File: src/rtl/comparador_filtro.sv
// Debounces the one-hot igual/mayor/menor result of a signed comparator into a stable
// registered decision, with saturating per-class counters and an illegal-sample pulse.
module comparador_filtro #(
    parameter int N_ESTABLE = 4,
    parameter int ANCHO_CNT = 8
) (
    input  logic                 clk,
    input  logic                 rst,
    input  logic                 valido,
    input  logic                 igual,
    input  logic                 mayor,
    input  logic                 menor,
    input  logic                 limpiar,
    output logic [1:0]           estado,
    output logic                 cambio,
    output logic                 error,
    output logic [ANCHO_CNT-1:0] cnt_igual,
    output logic [ANCHO_CNT-1:0] cnt_mayor,
    output logic [ANCHO_CNT-1:0] cnt_menor
);

    localparam int RUN_W = $clog2(N_ESTABLE + 1);
    localparam logic [RUN_W-1:0]     RUN_MAX = RUN_W'(N_ESTABLE);
    localparam logic [ANCHO_CNT-1:0] CNT_MAX = '1;

    logic [1:0]           r_estado;
    logic                 r_cambio;
    logic                 r_error;
    logic [1:0]           r_cand;
    logic [RUN_W-1:0]     r_run;
    logic [ANCHO_CNT-1:0] r_cnt_igual;
    logic [ANCHO_CNT-1:0] r_cnt_mayor;
    logic [ANCHO_CNT-1:0] r_cnt_menor;

    logic [1:0]           w_num_flags;
    logic                 w_legal;
    logic                 w_acepta_legal;
    logic [1:0]           w_muestra;
    logic [RUN_W-1:0]     w_run_next;
    logic [ANCHO_CNT-1:0] w_base_igual;
    logic [ANCHO_CNT-1:0] w_base_mayor;
    logic [ANCHO_CNT-1:0] w_base_menor;
    logic [ANCHO_CNT-1:0] w_cnt_igual_next;
    logic [ANCHO_CNT-1:0] w_cnt_mayor_next;
    logic [ANCHO_CNT-1:0] w_cnt_menor_next;

    assign w_num_flags    = 2'(igual) + 2'(mayor) + 2'(menor);
    assign w_legal        = (w_num_flags == 2'd1);
    assign w_acepta_legal = valido && w_legal;

    always_comb begin
        w_muestra = 2'b00;
        if (igual)      w_muestra = 2'b11;
        else if (mayor) w_muestra = 2'b10;
        else if (menor) w_muestra = 2'b01;
    end

    // r_cand is 00 whenever no run is in progress, so a legal sample never matches it then.
    always_comb begin
        w_run_next = RUN_W'(1);
        if (w_muestra == r_cand) begin
            if (r_run == RUN_MAX) w_run_next = RUN_MAX;
            else                  w_run_next = r_run + RUN_W'(1);
        end
    end

    // limpiar zeroes the base first so a coincident legal sample lands at exactly 1.
    always_comb begin
        w_base_igual     = limpiar ? '0 : r_cnt_igual;
        w_base_mayor     = limpiar ? '0 : r_cnt_mayor;
        w_base_menor     = limpiar ? '0 : r_cnt_menor;
        w_cnt_igual_next = w_base_igual;
        w_cnt_mayor_next = w_base_mayor;
        w_cnt_menor_next = w_base_menor;
        if (w_acepta_legal && w_muestra == 2'b11 && w_base_igual != CNT_MAX)
            w_cnt_igual_next = w_base_igual + ANCHO_CNT'(1);
        if (w_acepta_legal && w_muestra == 2'b10 && w_base_mayor != CNT_MAX)
            w_cnt_mayor_next = w_base_mayor + ANCHO_CNT'(1);
        if (w_acepta_legal && w_muestra == 2'b01 && w_base_menor != CNT_MAX)
            w_cnt_menor_next = w_base_menor + ANCHO_CNT'(1);
    end

    always_ff @(posedge clk) begin
        if (rst) begin
            r_estado    <= 2'b00;
            r_cambio    <= 1'b0;
            r_error     <= 1'b0;
            r_cand      <= 2'b00;
            r_run       <= '0;
            r_cnt_igual <= '0;
            r_cnt_mayor <= '0;
            r_cnt_menor <= '0;
        end else begin
            r_cambio    <= 1'b0;
            r_error     <= 1'b0;
            r_cnt_igual <= w_cnt_igual_next;
            r_cnt_mayor <= w_cnt_mayor_next;
            r_cnt_menor <= w_cnt_menor_next;
            if (valido) begin
                if (w_legal) begin
                    r_cand <= w_muestra;
                    r_run  <= w_run_next;
                    if (w_run_next == RUN_MAX && w_muestra != r_estado) begin
                        r_estado <= w_muestra;
                        r_cambio <= 1'b1;
                    end
                end else begin
                    r_error <= 1'b1;
                    r_cand  <= 2'b00;
                    r_run   <= '0;
                end
            end
        end
    end

    assign estado    = r_estado;
    assign cambio    = r_cambio;
    assign error     = r_error;
    assign cnt_igual = r_cnt_igual;
    assign cnt_mayor = r_cnt_mayor;
    assign cnt_menor = r_cnt_menor;

endmodule

File: config.mk
export PLATFORM = sky130hd
export DESIGN_NAME = comparador_filtro
export DESIGN_NICKNAME = d
export VERILOG_FILES = /design/src/rtl/comparador_filtro.sv
export SDC_FILE = /design/constraint.sdc
export NUM_CORES = 1
export LEC_CHECK = 0
export BUFFER_PORTS_ARGS = -buffer_cell sky130_fd_sc_hd__clkbuf_2
export CORE_MARGIN = 10
export CORE_UTILIZATION = 50
export DETAILED_ROUTE_END_ITERATION = 10
export MAX_ROUTING_LAYER = met4
export PLACE_DENSITY = 0.79
export SYNTH_ARGS = -nofsm -noshare
export SYNTH_HDL_FRONTEND = slang
export SYNTH_SLANG_ARGS = --single-unit
File: constraint.sdc
create_clock -name clk -period 3.95 [get_ports clk]
set_input_delay 1.185 -clock clk [delete_from_list [all_inputs] [get_ports clk]]
set_output_delay 1.185 -clock clk [all_outputs]
set_load 0.05 [all_outputs]
# Word level (Yosys, flattened, before mapping)
# Index checks and enable logic that the tools add are counted.
# totals
output_inout_bits,28
ff_bits,33
elab_cells,53
# classes
n_eq_ne,11
muxes,15
add_sub_neg,6
n_bitwise,2
n_reduce_logical,11
# op_table
op,n
$mux W8,6
$add A8 B1 Y8 const B,3
$ne A8 B8 Y1 const B,3
$mux W3,3
$logic_and A1 B1 Y1,8
$eq A3 B3 Y1 const B,2
$mux W2,3
$eq A2 B1 Y1 const B,2
$eq A2 B2 Y1 const B,2
$add A3 B1 Y3 const B,1
$mux W1,3
$reduce_and A3 Y1,1
$reduce_or A3 Y1,1
$add A1 B1 Y2,1
$add A2 B1 Y2,1
$eq A2 B2 Y1,1
$ne A2 B2 Y1,1
$not A1 Y1,2
$reduce_or A2 Y1,1

# Longest topological paths before layout
# Gate-level depths: netlist of run 1.
# logic_depth
word_depth,8
mapped_depth,10
depth_no_buf,7

# Worst setup path before layout of run 1
# Ideal clock, no wire load.
# synth_path
path_type,input port to flip-flop
start,in igual
end,"reg r_cnt_menor[6], in the netlist cnt_menor[6]"
stages,10
arrival_ps,3016
path_buffers,3
required_ps,3816
path_slack_ps,800
cell_sequence,buf_2 -> inv_1 -> fa_1 -> and3b_1 -> buf_4 -> and3_1 -> buf_2 -> nand3_1 -> a211oi_1 -> a211oi_1
# synth_between
elab_chain_len,7
elab_cells_between_ends,9
# synth_lines
element,line,rtl
from (decl),10,"input logic igual,"
$add A1 B1 Y2,47,assign w_num_flags = 2'(igual) + 2'(mayor) + 2'(menor);
$add A2 B1 Y2,47,
$eq A2 B1 Y1,48,assign w_legal = (w_num_flags == 2'd1);
$logic_and A1 B1 Y1,49,assign w_acepta_legal = valido && w_legal;
$logic_and A1 B1 Y1 * (2 in a row),79,if (w_acepta_legal && w_muestra == 2'b01 && w_base_menor != CNT_MAX)
$mux W8 *,79,
to (signal assigned),98,r_cnt_menor <= w_cnt_menor_next;
to (decl),33,logic [ANCHO_CNT-1:0] r_cnt_menor;
# Mark *: on every way between the ends. The rest lies on a longest branch, timed or not.
# A chain may end at the register's enable or synchronous reset.

# Worst setup path after layout of run 1
# Same ends and word-level chain as after synthesis.

==> results of run 1 <==
## synthesized netlist by cell type (2+ instances only)
cell type,instances
dfxtp_1,33
nor2_1,22
nand2_1,16
a21oi_1,15
xnor2_1,13
nor2b_1,12
nand3_1,11
inv_1,9
o21ai_0,7
a211oi_1,5
clkbuf_1,5
ha_1,5
nor3_1,4
xor2_1,4
a31oi_1,3
and2_1,3
and3_1,3
nand3b_1,3
nand4_1,3
nor4_1,3
or3_1,3
a2bb2oi_1,2
and4b_1,2
buf_2,2
nand2b_1,2
nor4_2,2
## state kept, by name, summed over array words and instances (netlist names)
| signal | flops |
|---|---|
| r_cand | 2 |
| r_run | 3 |
| cnt_igual | 8 |
| error | 1 |
| estado | 2 |
| cnt_menor | 8 |
| cambio | 1 |
| cnt_mayor | 8 |
## worst max-delay path, stage by stage
cell and delay (ns):
clkbuf_2 0.21, inv_1 0.17, fa_1 0.52, and3b_1 0.46, and3_1 0.41, nand3_1 0.14
a211oi_1 0.24, a211oi_1 0.08
## final cells by class
class	count	area, µm²	area share
Clock buffer	5	37.5	0.0183
Clock inverter	3	17.5	0.00853
Inverter	9	33.8	0.0164
Multi-Input combinational cell	161	1080	0.524
Sequential cell	33	661	0.322
Tap cell	46	57.6	0.0280
Timing Repair Buffer	34	170	0.0828
## metal layers
layer,part of all wire,up-vias
li1,-,809
met1,0.47,726
met2,0.47,28
met3,0.048,5
met4,0.014,0
met5,0,-
## power by group through the flow
stage	Combinational (mW)	Sequential, mW	Clock (mW)
after global placement	0.0496	0.345	0
final	0.0503	0.338	0.190
after CTS	0.0509	0.338	0.201
after detailed placement	0.0508	0.346	0
after floorplan	0.0329	0.350	0
after global routing	0.0570	0.338	0.213
## cell families after synthesis
logic type / after synthesis
xor gates and xnor gates: 17
adders and majority gates: 6
buffers and inverters: 17
AOI/OAI and AO/OA: 39
and+or+nand+nor: 98
DFF: 33
muxes: 1
## how the worst min path moves through the flow
stage	startpoint	to	slack [ns]	depth (start not counted)
floorplan	r_cand[1]$_SDFFE_PP0P_	r_cand[1]$_SDFFE_PP0P_	0.47	2
global placement	r_cand[1]$_SDFFE_PP0P_	r_cand[1]$_SDFFE_PP0P_	0.49	2
detailed placement	r_cand[1]$_SDFFE_PP0P_	r_cand[1]$_SDFFE_PP0P_	0.50	2
CTS	r_cand[1]$_SDFFE_PP0P_	r_cand[1]$_SDFFE_PP0P_	0.52	2
global route	r_cand[1]$_SDFFE_PP0P_	r_cand[1]$_SDFFE_PP0P_	0.54	2
finish	r_cand[1]$_SDFFE_PP0P_	r_cand[1]$_SDFFE_PP0P_	0.51	2
## stage by stage
step                      hold slack (ns)  instances  worst slack [ns]  cell area [µm²]
final                               0.513        291             0.749             2050
after global placement              0.489        283             0.468             2000
after global routing                0.544        291             0.591             2050
after CTS                           0.516        291             0.754             2050
after detailed placement            0.500        283             0.353             2000
after floorplan                     0.466        211             0.800             1810
==> results.sh, run 1 <==
export IMPL_swShare=0.276
export IMPL_syn_nets=224
export IMPL_synth_async_sr_flop_share=0
export IMPL_final_cell_mix="clkbuf_2, dfxtp_1, nor2_1"
export IMPL_drt_iter0_markers=84
export IMPL_synth_cell_types=45
export IMPL_ys_ff_latch=33
export IMPL_status="finished, final reports clean"
export IMPL_gr_usage_met1=0.155
export IMPL_totalPowerFinal_mw=0.578
export IMPL_start_util=0.529
export IMPL_htree_levels=2
export IMPL_pin_count=35
export IMPL_hold_buffers=0
export IMPL_gr_usage_met3=0.0479
export IMPL_fp_dieW_um=80.1
export IMPL_nFillCells=343
export IMPL_post_cts_buffers=0
export IMPL_hold_violations=0
export IMPL_muxShareOfSynthArea=0.00554
export IMPL_final_layout_size_suffix_gt1_frac=0.220
export IMPL_num_rows=21
export IMPL_critPathCapture="cnt_menor[6]$_SDFF_PP0_"
export IMPL_ys_warn_count=0
export IMPL_cp_startpoint="igual"
export IMPL_layout_commonest_cell="clkbuf_2"
export IMPL_r2r_start="cnt_mayor[0]$_SDFF_PP0_"
export IMPL_synth_edf_count=0
export IMPL_first_pass_iters=4
export IMPL_final_nets=257
export IMPL_diodes=0
export IMPL_cp_start_kind="input pin"
export IMPL_vias=1568
export IMPL_syn_inst=211
export IMPL_worstPathRequired_ns=4.17
export IMPL_ff2ff_setup_slack_ns=1.94
export IMPL_comb_power_share=0.087
export IMPL_synth_area_per_cell_um2=8.57
export IMPL_finalCriticalPeriod_ns=3.20
export IMPL_end_kind="flip-flop"
export IMPL_cap_violations=0
export IMPL_syn_area_mm2=0.00181
export IMPL_grt_use_met2=0.215
export IMPL_cts_tree="done"
export IMPL_drv_slew=0
export IMPL_clk_pin_slew_ns=0.11
export IMPL_overflow=0
export IMPL_postLayoutCoreUtil=0.601
export IMPL_crit_type="input pin to flip-flop"
export IMPL_drc=0
export IMPL_r2r_end="cnt_mayor[2]$_SDFF_PP0_"
export IMPL_cp_arrival_ns=3.42
export IMPL_switchingPower_mw=0.159
export IMPL_synth_area_leaders="dfxtp_1, xnor2_1, nor2_1"
export IMPL_tns_ns=0
export IMPL_skew_ns=0.00460
export IMPL_synthFlopType="dfxtp_1"
export IMPL_worstPathMaxFanout=11
export IMPL_synthToLayoutAreaGrowth_pct=13.6
export IMPL_hp_class="flip-flop to flip-flop"
export IMPL_port_buffer_count=34
export IMPL_fmax_mhz=312
export IMPL_synthSimpleGateAreaFrac=0.316
export IMPL_first_global_vias=1531
export IMPL_r2r_cells=7
export IMPL_synth_xor_area_share=0.0824
export IMPL_leakage_nw=0.819
export IMPL_cts_sinks=33
export IMPL_max_vdd_ir_drop_v=0.000175
export IMPL_p_clk_frac=0.329
export IMPL_fp_dieH_um=80.1
export IMPL_die_area_mm2=0.00642
export IMPL_synth_compound_area_frac=0.146
export IMPL_grt_busiest_layer="met2"
export IMPL_rsz0062_at_grt="false"
export IMPL_power_density_mw_per_mm2=281
export IMPL_min_period_over_period=0.810
export IMPL_grt_pass1_wl_mm=6.93
export IMPL_grt_max_degree=27
export IMPL_synth_top_area_frac=0.365
export IMPL_vias_per_cell=5.39
export IMPL_antenna_found_initial=0
export IMPL_numCtsBuffers=5
export IMPL_cts_buffer_depth=2
export IMPL_yosysSeqAreaShare=0.365
export IMPL_gp_congestion=0.854
export IMPL_cts_resized=0
export IMPL_insertion_delay_ns=0.34
export IMPL_synth_top_family_by_area="simple AND/OR/NAND/NOR gates"
export IMPL_routed_wl_mm=3.95
export IMPL_root_buffer="clkbuf_4"
export IMPL_power_frac_seq=0.584
export IMPL_yosysTopAreaCell="dfxtp_1"
export IMPL_grt_use_total=0.138
export IMPL_slew_headroom=0.651
export IMPL_synth_adder_area_share=0.0457
export IMPL_hpwl_mm=3.00
export IMPL_drt_antenna_violating_nets=0
export IMPL_setup_viol=0
export IMPL_wire_per_inst_um=13.6
export IMPL_tightest_slew_ns=0.524
export IMPL_fp_coreArea_mm2=0.00342
export IMPL_p_int_mw=0.419
Note: power is estimated with default switching activity, not from simulation.
==> inputs of run 2 (changes only) <==
--- a/config.mk
+++ b/config.mk
@@ -7,10 +7,10 @@
 export LEC_CHECK = 0
 export BUFFER_PORTS_ARGS = -buffer_cell sky130_fd_sc_hd__clkbuf_2
 export CORE_MARGIN = 10
-export CORE_UTILIZATION = 50
+export CORE_UTILIZATION = 49
 export DETAILED_ROUTE_END_ITERATION = 10
 export MAX_ROUTING_LAYER = met4
-export PLACE_DENSITY = 0.79
+export PLACE_DENSITY = 0.81
 export SYNTH_ARGS = -nofsm -noshare
 export SYNTH_HDL_FRONTEND = slang
 export SYNTH_SLANG_ARGS = --single-unit
==> constraint.sdc (replaced) <==
create_clock -name clk -period 2.9 [get_ports clk]
set_input_delay 0.87 -clock clk [delete_from_list [all_inputs] [get_ports clk]]
set_output_delay 0.87 -clock clk [all_outputs]
set_load 0.05 [all_outputs]
==> run 2 against run 1 <==
- clock-buffer cell count is 2 higher
- first-iteration DRC count is 9.5% lower
- worst hold slack worse by 0.0035 ns
- design area is 5.7% higher
- worst setup slack worse by 0.38 ns
- critical path type unchanged
- largest power group unchanged
- register-to-register slack worse by 0.91 ns
- highest routed layer unchanged
==> results.sh, run 2 (same netlist as run 1, synthesis figures left out) <==
export IMPL_status="finished, final reports clean"
export IMPL_vias=1623
export IMPL_cts_buffer_depth=2
export IMPL_port_buffer_count=34
export IMPL_worstPathMaxFanout=9
export IMPL_num_rows=22
export IMPL_synthToLayoutAreaGrowth_pct=20.1
export IMPL_cts_tree="done"
export IMPL_cpPeakStageDelay_ns=0.45
export IMPL_fmax_mhz=395
export IMPL_skew_ns=0.00260
export IMPL_ff_latch_area_um2=661
export IMPL_min_period_over_period=0.872
export IMPL_crit_type="input pin to flip-flop"
export IMPL_antenna_found_initial=0
export IMPL_setup_viol=0
export IMPL_r2r_start="cnt_igual[0]$_SDFF_PP0_"
export IMPL_clk_pin_slew_ns=0.07
export IMPL_fin_hold_ws_ns=0.510
export IMPL_gp_congestion=0.818
export IMPL_cts_sinks=33
export IMPL_first_pass_iters=4
export IMPL_end_kind="flip-flop"
export IMPL_root_buffer="clkbuf_8"
export IMPL_final_cell_mix="clkbuf_2, dfxtp_1, nor2_1"
export IMPL_diodes=0
export IMPL_fp_dieH_um=80.7
export IMPL_cp_cell_sequence="clkbuf_2 -> inv_1 -> fa_1 -> and3b_1 -> buf_4 -> o311ai_4 -> or3_1 -> a21oi_1"
export IMPL_cp_slowest_cell="fa_1"
export IMPL_drt_iter0_markers=76
export IMPL_routed_wl_mm=4.09
export IMPL_vias_per_cell=5.41
export IMPL_grt_use_total=0.133
export IMPL_cts_resized=0
export IMPL_htree_levels=2
export IMPL_post_place_ws_ns=0.110
export IMPL_drc=0
export IMPL_grt_max_degree=27
export IMPL_cap_violations=0
export IMPL_postLayoutCoreUtil=0.602
export IMPL_critPathCapture="cnt_igual[4]$_SDFF_PP0_"
export IMPL_rsz0062_at_grt="false"
export IMPL_multi_input_area_mm2=0.00108
export IMPL_fp_coreArea_mm2=0.00361
export IMPL_numCtsBuffers=5
export IMPL_cp_startpoint="menor"
export IMPL_leakage_nw=0.882
export IMPL_worstPathRequired_ns=3.11
export IMPL_final_layout_size_suffix_gt1_frac=0.238
export IMPL_layout_commonest_cell="clkbuf_2"
export IMPL_grt_pass1_wl_mm=6.89
export IMPL_overflow=0
export IMPL_setup_ws_ns=0.370
export IMPL_die_area_mm2=0.00652
export IMPL_hold_buffers=0
export IMPL_insertion_delay_ns=0.28
export IMPL_finalCriticalPeriod_ns=2.53
export IMPL_r2r_cells=6
export IMPL_slew_headroom=0.648
export IMPL_drv_slew=0
export IMPL_ff2ff_setup_slack_ns=1.03
export IMPL_hp_class="flip-flop to flip-flop"
export IMPL_tightest_slew_ns=0.528
export IMPL_nFillCells=329
export IMPL_wire_per_inst_um=13.6
export IMPL_final_nets=264
export IMPL_hpwl_mm=3.00
export IMPL_tns_ns=0
export IMPL_max_vdd_ir_drop_v=0.000241
export IMPL_power_density_mw_per_mm2=452
export IMPL_cp_arrival_ns=2.74
export IMPL_first_global_vias=1589
export IMPL_start_util=0.501
export IMPL_post_cts_buffers=0
export IMPL_pin_count=35
export IMPL_fp_dieW_um=80.7
export IMPL_cp_start_kind="input pin"
export IMPL_r2r_end="cnt_igual[1]$_SDFF_PP0_"
export IMPL_drt_antenna_violating_nets=0
export IMPL_hold_violations=0
run 2: changes by cell type in the layout (fill, tap and decap cells not counted):
cell / previous run / this run
clkbuf_8: 0 / 6
clkinvlp_4: 1 / 0
buf_4: 0 / 7
bufinv_16: 0 / 1
clkbuf_4: 5 / 0
clkbuf_1: 0 / 1
clkinv_2: 2 / 0
run 2: worst min path at each step:
stage          slack, ns  cells after the start                    from                      to
2_1_floorplan       0.47                      2  r_cand[1]$_SDFFE_PP0P_  r_cand[1]$_SDFFE_PP0P_
3_3_place_gp        0.49                      2  r_cand[1]$_SDFFE_PP0P_  r_cand[1]$_SDFFE_PP0P_
3_5_place_dp        0.49                      2  r_cand[1]$_SDFFE_PP0P_  r_cand[1]$_SDFFE_PP0P_
4_1_cts             0.50                      2  r_cand[1]$_SDFFE_PP0P_  r_cand[1]$_SDFFE_PP0P_
5_1_grt             0.52                      2  r_cand[1]$_SDFFE_PP0P_  r_cand[1]$_SDFFE_PP0P_
6_report            0.51                      2  r_cand[1]$_SDFFE_PP0P_  r_cand[1]$_SDFFE_PP0P_
run 2: critical path: cells and delay by family:
family	cells	cell delay, ns
adders and majority gates	1	0.45
and+or+nand+nor	2	0.70
AOI/OAI and AO/OA	2	0.32
buffers and inverters	3	0.40
run 2: area by class of cell:
| type | instances | share of cell area |
|---|---|---|
| multi-input combinational | 161 | 0.496 |
| clock buffer | 7 | 0.0398 |
| clock inverter | 1 | 0.0138 |
| sequential | 33 | 0.304 |
| timing repair buffer | 41 | 0.103 |
| inverter | 9 | 0.0156 |
| tap | 48 | 0.0277 |
run 2: layer usage:
| layer | vias up | GRT usage | wire length, µm |
|---|---|---|---|
| li1 | 820 | - | - |
| met2 | 37 | 0.218 | 1910 |
| met5 | - | - | 0 |
| met4 | 0 | 0.0450 | 45 |
| met1 | 760 | 0.151 | 1920 |
| met3 | 6 | 0.0397 | 219 |
run 2: through the flow:
stage	power [mW]	instances	area [µm²]
after floorplan	0.522	211	1810
after global placement	0.544	292	2050
after detailed placement	0.546	292	2050
after CTS	0.991	300	2170
after global routing	1.01	300	2170
final	0.980	300	2170
run 2: where the power goes:
| part | internal [mW] | total [mW] | switching, mW |
|---|---|---|---|
| logic | 0.0274 | 0.0755 | 0.0481 |
| clock network | 0.280 | 0.444 | 0.164 |
| registers | 0.457 | 0.460 | 0.00317 |
==> inputs of run 3 (changes only) <==
==> constraint.sdc (replaced) <==
create_clock -name clk -period 2.9 [get_ports clk]
set_input_delay 0.29 -clock clk [delete_from_list [all_inputs] [get_ports clk]]
set_output_delay 0.29 -clock clk [all_outputs]
set_load 0.05 [all_outputs]
==> run 3 against run 2 <==
- die area is the same
- clock skew is 0.0037 ns higher
- wire length grew 3.0%
- worst setup slack improved by 0.17 ns
- clock power down 12%
- final cell count down 2.3%
- global-route usage rose by 0.65 points
- design area shrank 3.1%
- non-clock buffer count decreased by 7
- sequential cell count unchanged
- sequential power hardly changed
- largest power group unchanged
==> results.sh, run 3 (same netlist as run 1, synthesis figures left out) <==
export IMPL_finalCriticalPeriod_ns=2.36
export IMPL_slew_headroom=0.632
export IMPL_diodes=0
export IMPL_setup_viol=0
export IMPL_skew_ns=0.00633
export IMPL_insertion_delay_ns=0.29
export IMPL_hold_violations=0
export IMPL_cts_buffer_depth=2
export IMPL_cp_cell_sequence="clkbuf_2 -> inv_1 -> fa_1 -> and3b_1 -> and3_1 -> nand3_1 -> a211oi_1 -> a211oi_1"
export IMPL_rsz0062_at_grt="false"
export IMPL_port_buffer_count=34
export IMPL_hpwl_mm=2.96
export IMPL_htree_levels=2
export IMPL_worstPathRequired_ns=3.05
export IMPL_postLayoutCoreUtil=0.583
export IMPL_drc=0
export IMPL_crit_family="simple AND/OR/NAND/NOR gates"
export IMPL_cp_start_kind="input pin"
export IMPL_status="finished, final reports clean"
export IMPL_post_place_ws_ns=0.257
export IMPL_cp_arrival_ns=2.51
export IMPL_post_cts_buffers=0
export IMPL_num_rows=22
export IMPL_routed_wl_mm=4.22
export IMPL_cts_sinks=33
export IMPL_grt_pass1_wl_mm=7.02
export IMPL_tns_ns=0
export IMPL_tightest_slew_ns=0.552
export IMPL_path_buf_inv=2
export IMPL_finalInstanceArea_mm2=0.00210
export IMPL_overflow=0
export IMPL_root_buffer="clkbuf_8"
export IMPL_gp_congestion=0.825
export IMPL_fp_dieW_um=80.7
export IMPL_wire_per_inst_um=14.4
export IMPL_drt_iter0_markers=145
export IMPL_hp_class="input pin to flip-flop"
export IMPL_crit_top_cell="a211oi_1"
export IMPL_final_layout_size_suffix_gt1_frac=0.220
export IMPL_drt_antenna_violating_nets=0
export IMPL_crit_type="input pin to flip-flop"
export IMPL_final_nets=257
export IMPL_layout_commonest_cell="clkbuf_2"
export IMPL_end_kind="flip-flop"
export IMPL_max_vdd_ir_drop_v=0.000278
export IMPL_vias_per_cell=5.43
export IMPL_cts_resized=0
export IMPL_vias=1592
export IMPL_start_util=0.501
export IMPL_first_pass_iters=4
export IMPL_clk_pin_slew_ns=0.07
export IMPL_fmax_mhz=424
export IMPL_fp_coreArea_mm2=0.00361
export IMPL_grt_max_degree=27
export IMPL_place_area_mm2=0.00200
export IMPL_cap_violations=0
export IMPL_numCtsBuffers=5
export IMPL_die_area_mm2=0.00652
export IMPL_cts_tree="done"
export IMPL_setup_ws_ns=0.542
export IMPL_min_period_over_period=0.813
export IMPL_totalPowerFinal_mw=0.918
export IMPL_drv_slew=0
export IMPL_hold_buffers=0
export IMPL_power_density_mw_per_mm2=437
export IMPL_antenna_found_initial=0
export IMPL_leakage_nw=0.842
export IMPL_pin_count=35
export IMPL_fp_dieH_um=80.7
export IMPL_grt_use_total=0.139
export IMPL_synthToLayoutAreaGrowth_pct=16.3
export IMPL_cp_slowest_cell="fa_1"
export IMPL_cpPeakStageDelay_ns=0.51
export IMPL_worstPathMaxFanout=11
export IMPL_first_global_vias=1503
export IMPL_final_cell_mix="clkbuf_2, dfxtp_1, nor2_1"
run 3: cell types whose count changed in the layout (fill, tap and decap cells not counted), sizes merged:
cell / previous run / this run
bufinv: 1 / 0
buf: 7 / 0
clkinv: 0 / 1
run 3: worst paths after layout:
check	from	to	slack [ns]	cells after the start
worst max-delay path	igual	cnt_menor[6]$_SDFF_PP0_	0.54	8
worst min-delay path	valido	r_run[2]$_SDFFE_PP0P_	0.28	2
worst max register to register	cnt_mayor[0]$_SDFF_PP0_	cnt_mayor[2]$_SDFF_PP0_	0.87	7
worst min register to register	r_cand[1]$_SDFFE_PP0P_	r_cand[1]$_SDFFE_PP0P_	0.51	2
run 3: cell type report:
cell class,count,area (µm²)
fill,326,1500
multi-input combinational,161,1080
sequential,33,661
timing repair buffer,34,170
clock buffer,7,96.3
tap,48,60.1
inverter,9,33.8
clock inverter,1,5.00
run 3: layer usage:
| layer | share of wire | vias to the layer above | routed length (µm) | GRT usage |
|---|---|---|---|---|
| li1 | - | 805 | - | - |
| met2 | 0.47 | 42 | 2000 | 0.213 |
| met5 | 0 | - | 0 | - |
| met4 | 0.014 | 0 | 59 | 0.0467 |
| met1 | 0.44 | 740 | 1860 | 0.166 |
| met3 | 0.071 | 5 | 298 | 0.0508 |
run 3: worst reg2reg max path: stages, from the launching register on:
cell	delay [ns]
dfxtp_1	0.36
nor2b_1	0.22
ha_1	0.30
nand3b_4	0.12
nor3_4	0.32
nor2_2	0.12
a2111oi_1	0.40
a31o_1	0.15
run 3: where the power goes:
group          internal [mW]  switching [mW]  leakage [nW]
Combinational         0.0221          0.0469         0.522
Sequential             0.457         0.00340         0.266
Clock                  0.215           0.174        0.0542
Total                  0.694           0.225         0.842
run 3: per-stage QoR:
| step | std cells | hold slack (ns) |
|---|---|---|
| finish | 293 | 0.281 |
| global route | 293 | 0.284 |
| CTS | 293 | 0.277 |
| detailed placement | 285 | 0.495 |
| global placement | 285 | 0.484 |
| floorplan | 211 | 0.387 |
